<file path="src/rtl/hook_controller.sv">
// hook_controller: sequences the fishing-line/hook overlay. Generates the hook
// position (tenth-pixel units) consumed by the pixel colour mux, driven by a
// cast -> drop -> wait -> reel -> catch state machine that advances on the
// per-frame tick.
//
// Ports:
//   clk          system clock
//   rst          synchronous active-high reset
//   tick         one-cycle frame strobe; motion updates only on tick cycles
//   cast         one-cycle cast request
//   reel         one-cycle early-reel request
//   fish_hit     one-cycle hook/fish collision pulse
//   h_position   hook horizontal position, tenth-pixels (14 bit)
//   v_position   hook vertical position, tenth-pixels (14 bit)
//   state        IDLE=0, DROP=1, WAIT=2, REEL=3, CATCH=4
//   caught       a fish is attached to the current cast
//   catch_pulse  one-cycle pulse the cycle after the tick that enters CATCH
//   busy         high in every state except IDLE
module hook_controller #(
    parameter int unsigned H_HOME      = 2580,
    parameter int unsigned SWAY        = 30,
    parameter int unsigned V_TOP       = 720,
    parameter int unsigned V_BOTTOM    = 4600,
    parameter int unsigned DROP_STEP   = 20,
    parameter int unsigned REEL_STEP   = 30,
    parameter int unsigned WAIT_TICKS  = 180,
    parameter int unsigned CATCH_TICKS = 60
) (
    input  logic        clk,
    input  logic        rst,
    input  logic        tick,
    input  logic        cast,
    input  logic        reel,
    input  logic        fish_hit,
    output logic [13:0] h_position,
    output logic [13:0] v_position,
    output logic [2:0]  state,
    output logic        caught,
    output logic        catch_pulse,
    output logic        busy
);

    localparam int unsigned POS_W   = 14;
    localparam int unsigned CNT_MAX = (WAIT_TICKS > CATCH_TICKS) ? WAIT_TICKS : CATCH_TICKS;
    localparam int unsigned CNT_W   = $clog2(CNT_MAX + 1);

    localparam logic [POS_W-1:0] H_HOME_P  = POS_W'(H_HOME);
    localparam logic [POS_W-1:0] H_MIN_P   = POS_W'(H_HOME - SWAY);
    localparam logic [POS_W-1:0] H_MAX_P   = POS_W'(H_HOME + SWAY);
    localparam logic [POS_W-1:0] V_TOP_P   = POS_W'(V_TOP);
    localparam logic [POS_W-1:0] V_BOT_P   = POS_W'(V_BOTTOM);
    localparam logic [POS_W-1:0] D_STEP_P  = POS_W'(DROP_STEP);
    localparam logic [POS_W-1:0] R_STEP_P  = POS_W'(REEL_STEP);
    // Saturation thresholds: compared before stepping so the arithmetic never wraps.
    localparam logic [POS_W-1:0] DROP_LIM  = POS_W'(V_BOTTOM - DROP_STEP);
    localparam logic [POS_W-1:0] REEL_LIM  = POS_W'(V_TOP + REEL_STEP);
    localparam logic [CNT_W-1:0] WAIT_LAST  = CNT_W'(WAIT_TICKS);
    localparam logic [CNT_W-1:0] CATCH_LAST = CNT_W'(CATCH_TICKS);

    typedef enum logic [2:0] {
        S_IDLE  = 3'd0,
        S_DROP  = 3'd1,
        S_WAIT  = 3'd2,
        S_REEL  = 3'd3,
        S_CATCH = 3'd4
    } state_e;

    state_e             state_q, state_d;
    logic [POS_W-1:0]   h_q, h_d;
    logic [POS_W-1:0]   v_q, v_d;
    logic               dir_q, dir_d;      // sway direction: 0 = toward +, 1 = toward -
    logic [CNT_W-1:0]   cnt_q, cnt_d;
    logic               caught_q, caught_d;
    logic               pulse_q, pulse_d;
    logic               busy_q, busy_d;
    logic               cast_f_q, cast_f_d;
    logic               reel_f_q, reel_f_d;
    logic               hit_f_q, hit_f_d;

    logic               cast_req, reel_req, hit_req;
    logic [POS_W-1:0]   h_sway;
    logic               dir_sway;
    logic [CNT_W-1:0]   cnt_inc;

    // State and output registers
    always_ff @(posedge clk) begin
        if (rst) begin
            state_q  <= S_IDLE;
            h_q      <= H_HOME_P;
            v_q      <= V_TOP_P;
            dir_q    <= 1'b0;
            cnt_q    <= '0;
            caught_q <= 1'b0;
            pulse_q  <= 1'b0;
            busy_q   <= 1'b0;
            cast_f_q <= 1'b0;
            reel_f_q <= 1'b0;
            hit_f_q  <= 1'b0;
        end else begin
            state_q  <= state_d;
            h_q      <= h_d;
            v_q      <= v_d;
            dir_q    <= dir_d;
            cnt_q    <= cnt_d;
            caught_q <= caught_d;
            pulse_q  <= pulse_d;
            busy_q   <= busy_d;
            cast_f_q <= cast_f_d;
            reel_f_q <= reel_f_d;
            hit_f_q  <= hit_f_d;
        end
    end

    // Next-state and output logic
    always_comb begin
        state_d  = state_q;
        h_d      = h_q;
        v_d      = v_q;
        dir_d    = dir_q;
        cnt_d    = cnt_q;
        caught_d = caught_q;
        pulse_d  = 1'b0;
        cast_f_d = cast_f_q | cast;
        reel_f_d = reel_f_q | reel;
        hit_f_d  = hit_f_q | fish_hit;

        // A pulse arriving on the tick itself is seen by that tick.
        cast_req = cast_f_q | cast;
        reel_req = reel_f_q | reel;
        hit_req  = hit_f_q | fish_hit;
        cnt_inc  = cnt_q + CNT_W'(1);

        // Sway bounces off the limits: reverse and step back in the same tick.
        if (!dir_q) begin
            if (h_q >= H_MAX_P) begin
                h_sway   = h_q - POS_W'(1);
                dir_sway = 1'b1;
            end else begin
                h_sway   = h_q + POS_W'(1);
                dir_sway = 1'b0;
            end
        end else begin
            if (h_q <= H_MIN_P) begin
                h_sway   = h_q + POS_W'(1);
                dir_sway = 1'b0;
            end else begin
                h_sway   = h_q - POS_W'(1);
                dir_sway = 1'b1;
            end
        end

        if (tick) begin
            // Every latched request is consumed (or discarded) by this tick.
            cast_f_d = 1'b0;
            reel_f_d = 1'b0;
            hit_f_d  = 1'b0;

            unique case (state_q)
                S_IDLE: begin
                    v_d = V_TOP_P;
                    h_d = H_HOME_P;
                    if (cast_req) begin
                        state_d  = S_DROP;
                        caught_d = 1'b0;
                        dir_d    = 1'b0;
                    end
                end
                S_DROP: begin
                    h_d   = h_sway;
                    dir_d = dir_sway;
                    if (hit_req) begin
                        caught_d = 1'b1;
                        state_d  = S_REEL;
                    end else if (reel_req) begin
                        state_d = S_REEL;
                    end else if (v_q >= DROP_LIM) begin
                        v_d     = V_BOT_P;
                        state_d = S_WAIT;
                        cnt_d   = '0;
                    end else begin
                        v_d = v_q + D_STEP_P;
                    end
                end
                S_WAIT: begin
                    h_d   = h_sway;
                    dir_d = dir_sway;
                    if (hit_req) begin
                        caught_d = 1'b1;
                        state_d  = S_REEL;
                    end else if (reel_req) begin
                        state_d = S_REEL;
                    end else begin
                        cnt_d = cnt_inc;
                        if (cnt_inc == WAIT_LAST) begin
                            state_d = S_REEL;
                        end
                    end
                end
                S_REEL: begin
                    if (v_q <= REEL_LIM) begin
                        v_d     = V_TOP_P;
                        h_d     = H_HOME_P;
                        cnt_d   = '0;
                        state_d = caught_q ? S_CATCH : S_IDLE;
                        pulse_d = caught_q;
                    end else begin
                        v_d   = v_q - R_STEP_P;
                        h_d   = h_sway;
                        dir_d = dir_sway;
                    end
                end
                S_CATCH: begin
                    v_d   = V_TOP_P;
                    h_d   = H_HOME_P;
                    cnt_d = cnt_inc;
                    if (cnt_inc == CATCH_LAST) begin
                        state_d = S_IDLE;
                    end
                end
                default: begin
                    state_d = S_IDLE;
                    v_d     = V_TOP_P;
                    h_d     = H_HOME_P;
                end
            endcase
        end

        busy_d = (state_d != S_IDLE);
    end

    assign state       = state_q;
    assign h_position  = h_q;
    assign v_position  = v_q;
    assign caught      = caught_q;
    assign catch_pulse = pulse_q;
    assign busy        = busy_q;

endmodule
</file>
<file path="config.mk">
export PLATFORM = sky130hd
export DESIGN_NAME = hook_controller
export DESIGN_NICKNAME = d
export VERILOG_FILES = /design/src/rtl/hook_controller.sv
export SDC_FILE = /design/constraint.sdc
export NUM_CORES = 1
export LEC_CHECK = 0
export CAP_MARGIN = 20
export CORE_MARGIN = 2
export CORE_UTILIZATION = 55
export CTS_CLUSTER_DIAMETER = 80
export DETAILED_ROUTE_END_ITERATION = 6
export GPL_ROUTABILITY_DRIVEN = 0
export PLACE_DENSITY = 0.8
export SKIP_CTS_REPAIR_TIMING = 1
export SLEW_MARGIN = 0
export SYNTH_ARGS = -nofsm -noshare
export SYNTH_HDL_FRONTEND = slang
export SYNTH_SLANG_ARGS = --single-unit
export TNS_END_PERCENT = 50
</file>
<file path="constraint.sdc">
create_clock -name clk -period 4.6 [get_ports clk]
set_input_delay 0.69 -clock clk [delete_from_list [all_inputs] [get_ports clk]]
set_output_delay 0.69 -clock clk [all_outputs]
set_load 0.01 [all_outputs]
</file>
==> impl_metrics.yaml <==
outcome:
  status: "finished, final reports clean"
synth:
  netlist_instances: 437
  ys_types: 73
  avgSynthCellArea_um2: 7.58
  syn-num-nets: 451
  async_reset_ff_share_pct: 0
  yosysWarnings: 0
  synth_edf_count: 0
  netlist_area_um2: 3310
  seq_area_frac_synth_pct: 27.2
  synthFlopType: "dfxtp_1"
  ys_ff_latch: 45
setup_path:
  crit_type: "reg2reg"
  end_kind: "flop"
  r2r_start: "v_position[1]$_SDFFE_PP0P_"
  r2r_cells: 7
  startpoint_type: "flop"
  arrival_ns: 3.03
  r2r-end: "h_position[8]$_SDFFE_PP0P_"
  critPathMaxFanout: 14
  required_ns: 4.81
  rrSetupSlack_ns: 1.78
finish:
  final_cell_mix: "dfxtp_1, nand2_1, nor2_1"
  post-route-util_pct: 63.8
  final_area_um2: 3750
  layout_commonest_cell: "dfxtp_1"
  fill_cells: 506
  antenna_cells: 0
  layout.nets: 466
  area.growth.synth_to_final_pct: 13.2
  drive_gt1_share_pct: 6.62
clock_network:
  cts_buffer_depth: 2
  cts_max_level: 2
  cts.reportedPaths.clkPinSlew_ns: 0.09
  cts_buffers: 5
  cts_tree: "built"
  numClockSinks: 45
  cts_root_buffer: "clkbuf_8"
  clk-insertion-delay-late_ns: 0.30
global_routing:
  overflow: 0
  grt_pass1_wl_um: 15000
  grtUsageTotal_pct: 28.4
  grt_pass1_vias: 3152
  grt_antenna_before_repair: 0
  grt_max_degree: 22
worst_hold_path:
  min_path_cells: 1
  hold-path-endpoint: "h_position[13]$_SDFFE_PP0P_"
  min-delay-start: "h_position[13]$_SDFFE_PP0P_"
  min_path_type: "reg2reg"
pwr:
  p_leak_uw: 0.00124
  p_per_area_nw_per_um2: 243
  vdd_drop_max_v: 0.000177
placement:
  io_buffers: 38
  dp_hpwl_um: 6440
  dpl-instance-area_um2: 3630
sta:
  hold_viol: 0
  setup_tns_ns: 0
  tightest_slew_ns: 1.06
  period_needed_ns: 2.82
  relSlewSlack_pct: 28.7
  timing.fmax_ghz: 0.354
  post-route-period-util_pct: 61.4
  finClkSkew_ns: 0.00572
  rsz0062_at_grt: "false"
  setup_viol_count_final: 0
  hold_slack_ns: 0.502
  slew_viol_final: 0
die:
  dieArea_um2: 6660
  rows: 28
  die_h_um: 81.6
  core_area_um2: 5890
  ios: 40
  start_util_pct: 56.3
  die_x_um: 81.6
routing:
  routed_wl_um: 9160
  first_pass_iters: 5
  drtAntennaViolNets: 0
  drt-vias-per-instance: 6.83
  drt-wirelength-per-cell_um: 17.3
  drt_drc_violations_left: 0
  vias: 3605
  drtIter0Drc: 325
flow_run:
  cap_violations: 0
kinds of logic after synthesis:
kind of cell / Yosys count / synth area share [%]
adders and majority gates: 8 / 3.02
AOI/OAI and AO/OA: 145 / 32.4
buffers and inverters: 41 / 6.08
DFF: 45 / 27.2
xor gates and xnor gates: 6 / 1.59
muxes: 2 / 0.604
and+or+nand+nor: 189 / 29.0
other: 1 / 0.113
per-stage QoR:
stage,power (uW),setup slack (ns),cells
detailed placement,597,1.52,520
CTS,915,1.85,528
floorplan,545,2.42,437
global route,947,1.66,528
global placement,595,1.57,520
finish,912,1.78,528
registers in the layout (all words and copies together), names as in the netlist:
register,flops
h_position,14
v_position,13
cnt_q,8
state,3
busy,1
cast_f_q,1
catch_pulse,1
caught,1
dir_q,1
hit_f_q,1
reel_f_q,1
where the power goes:
part	switching (uW)	leakage [uW]	total (uW)	internal, uW
clock	142	0.0000574	319	177
combinational	93.6	0.000821	161	67.1
sequential	30.9	0.000365	432	402
total	267	0.00124	912	645
layer usage:
layer / vias to the layer above / GRT usage [%] / wire length, um / share of wire, %
met4: 0 / 11.3 / 208 / 2.3
met2: 243 / 44.0 / 4100 / 45
li1: 1695 / - / - / -
met1: 1637 / 39.3 / 3940 / 43
met3: 30 / 4.84 / 911 / 9.9
met5: - / 0 / 0 / 0
cells in the mapped netlist (all sizes together), types with 3 or more instances:
| library cell | number | area share [%] |
|---|---|---|
| a211o | 3 | 0.79 |
| a21o | 4 | 0.91 |
| a21oi | 35 | 5.3 |
| a221o | 3 | 0.91 |
| a311oi | 9 | 2.4 |
| a31oi | 8 | 1.7 |
| a32o | 4 | 1.2 |
| and3 | 5 | 0.94 |
| and4 | 3 | 0.79 |
| buf | 18 | 3.5 |
| clkbuf | 13 | 1.5 |
| dfxtp | 45 | 27 |
| ha | 8 | 3.0 |
| inv | 10 | 1.1 |
| nand2 | 44 | 5.0 |
| nand2b | 13 | 2.5 |
| nand3 | 20 | 3.2 |
| nand4 | 7 | 1.8 |
| nor2 | 41 | 4.7 |
| nor3 | 26 | 4.1 |
| nor4 | 9 | 1.7 |
| o2111ai | 3 | 0.79 |
| o211ai | 5 | 1.1 |
| o21a | 5 | 1.1 |
| o21ai | 27 | 4.1 |
| o311ai | 3 | 1.3 |
| o31ai | 6 | 1.4 |
| or2 | 5 | 0.94 |
| or3 | 6 | 1.1 |
| xnor2 | 5 | 1.3 |
cell type report:
cell class              instances  area, um^2  area share, %
flip-flops and latches         45         901           24.0
well taps                      75        93.8           2.50
repair buffers                 39         388           10.3
clock buffers                   6        82.6           2.20
inverters                      10        37.5           1.00
clock inverters                 2        37.5           1.00
multi-input cells             351        2210           59.0
worst max path at each step:
stage                                    start                          end  slack [ns]  cells past startpoint
detailed placement                         rst  h_position[12]$_SDFFE_PP0P_        1.52                      6
floorplan           h_position[0]$_SDFFE_PP0P_   h_position[9]$_SDFFE_PP1P_        2.42                      8
CTS                                        rst  h_position[12]$_SDFFE_PP0P_        1.85                      6
finish              v_position[1]$_SDFFE_PP0P_   h_position[8]$_SDFFE_PP0P_        1.78                      7
global route                               rst  h_position[12]$_SDFFE_PP0P_        1.66                      6
global placement                           rst  h_position[12]$_SDFFE_PP0P_        1.57                      6
critical path, cell delays in order, from the launching register on:
cell and delay [ns]:
dfxtp_1 0.50, ha_1 0.27, nand2_1 0.07, a31o_2 0.28
a31o_2 0.32, o21ai_1 0.85, o31ai_1 0.19, a32o_1 0.24
Note: power is estimated with default switching activity, not from simulation.
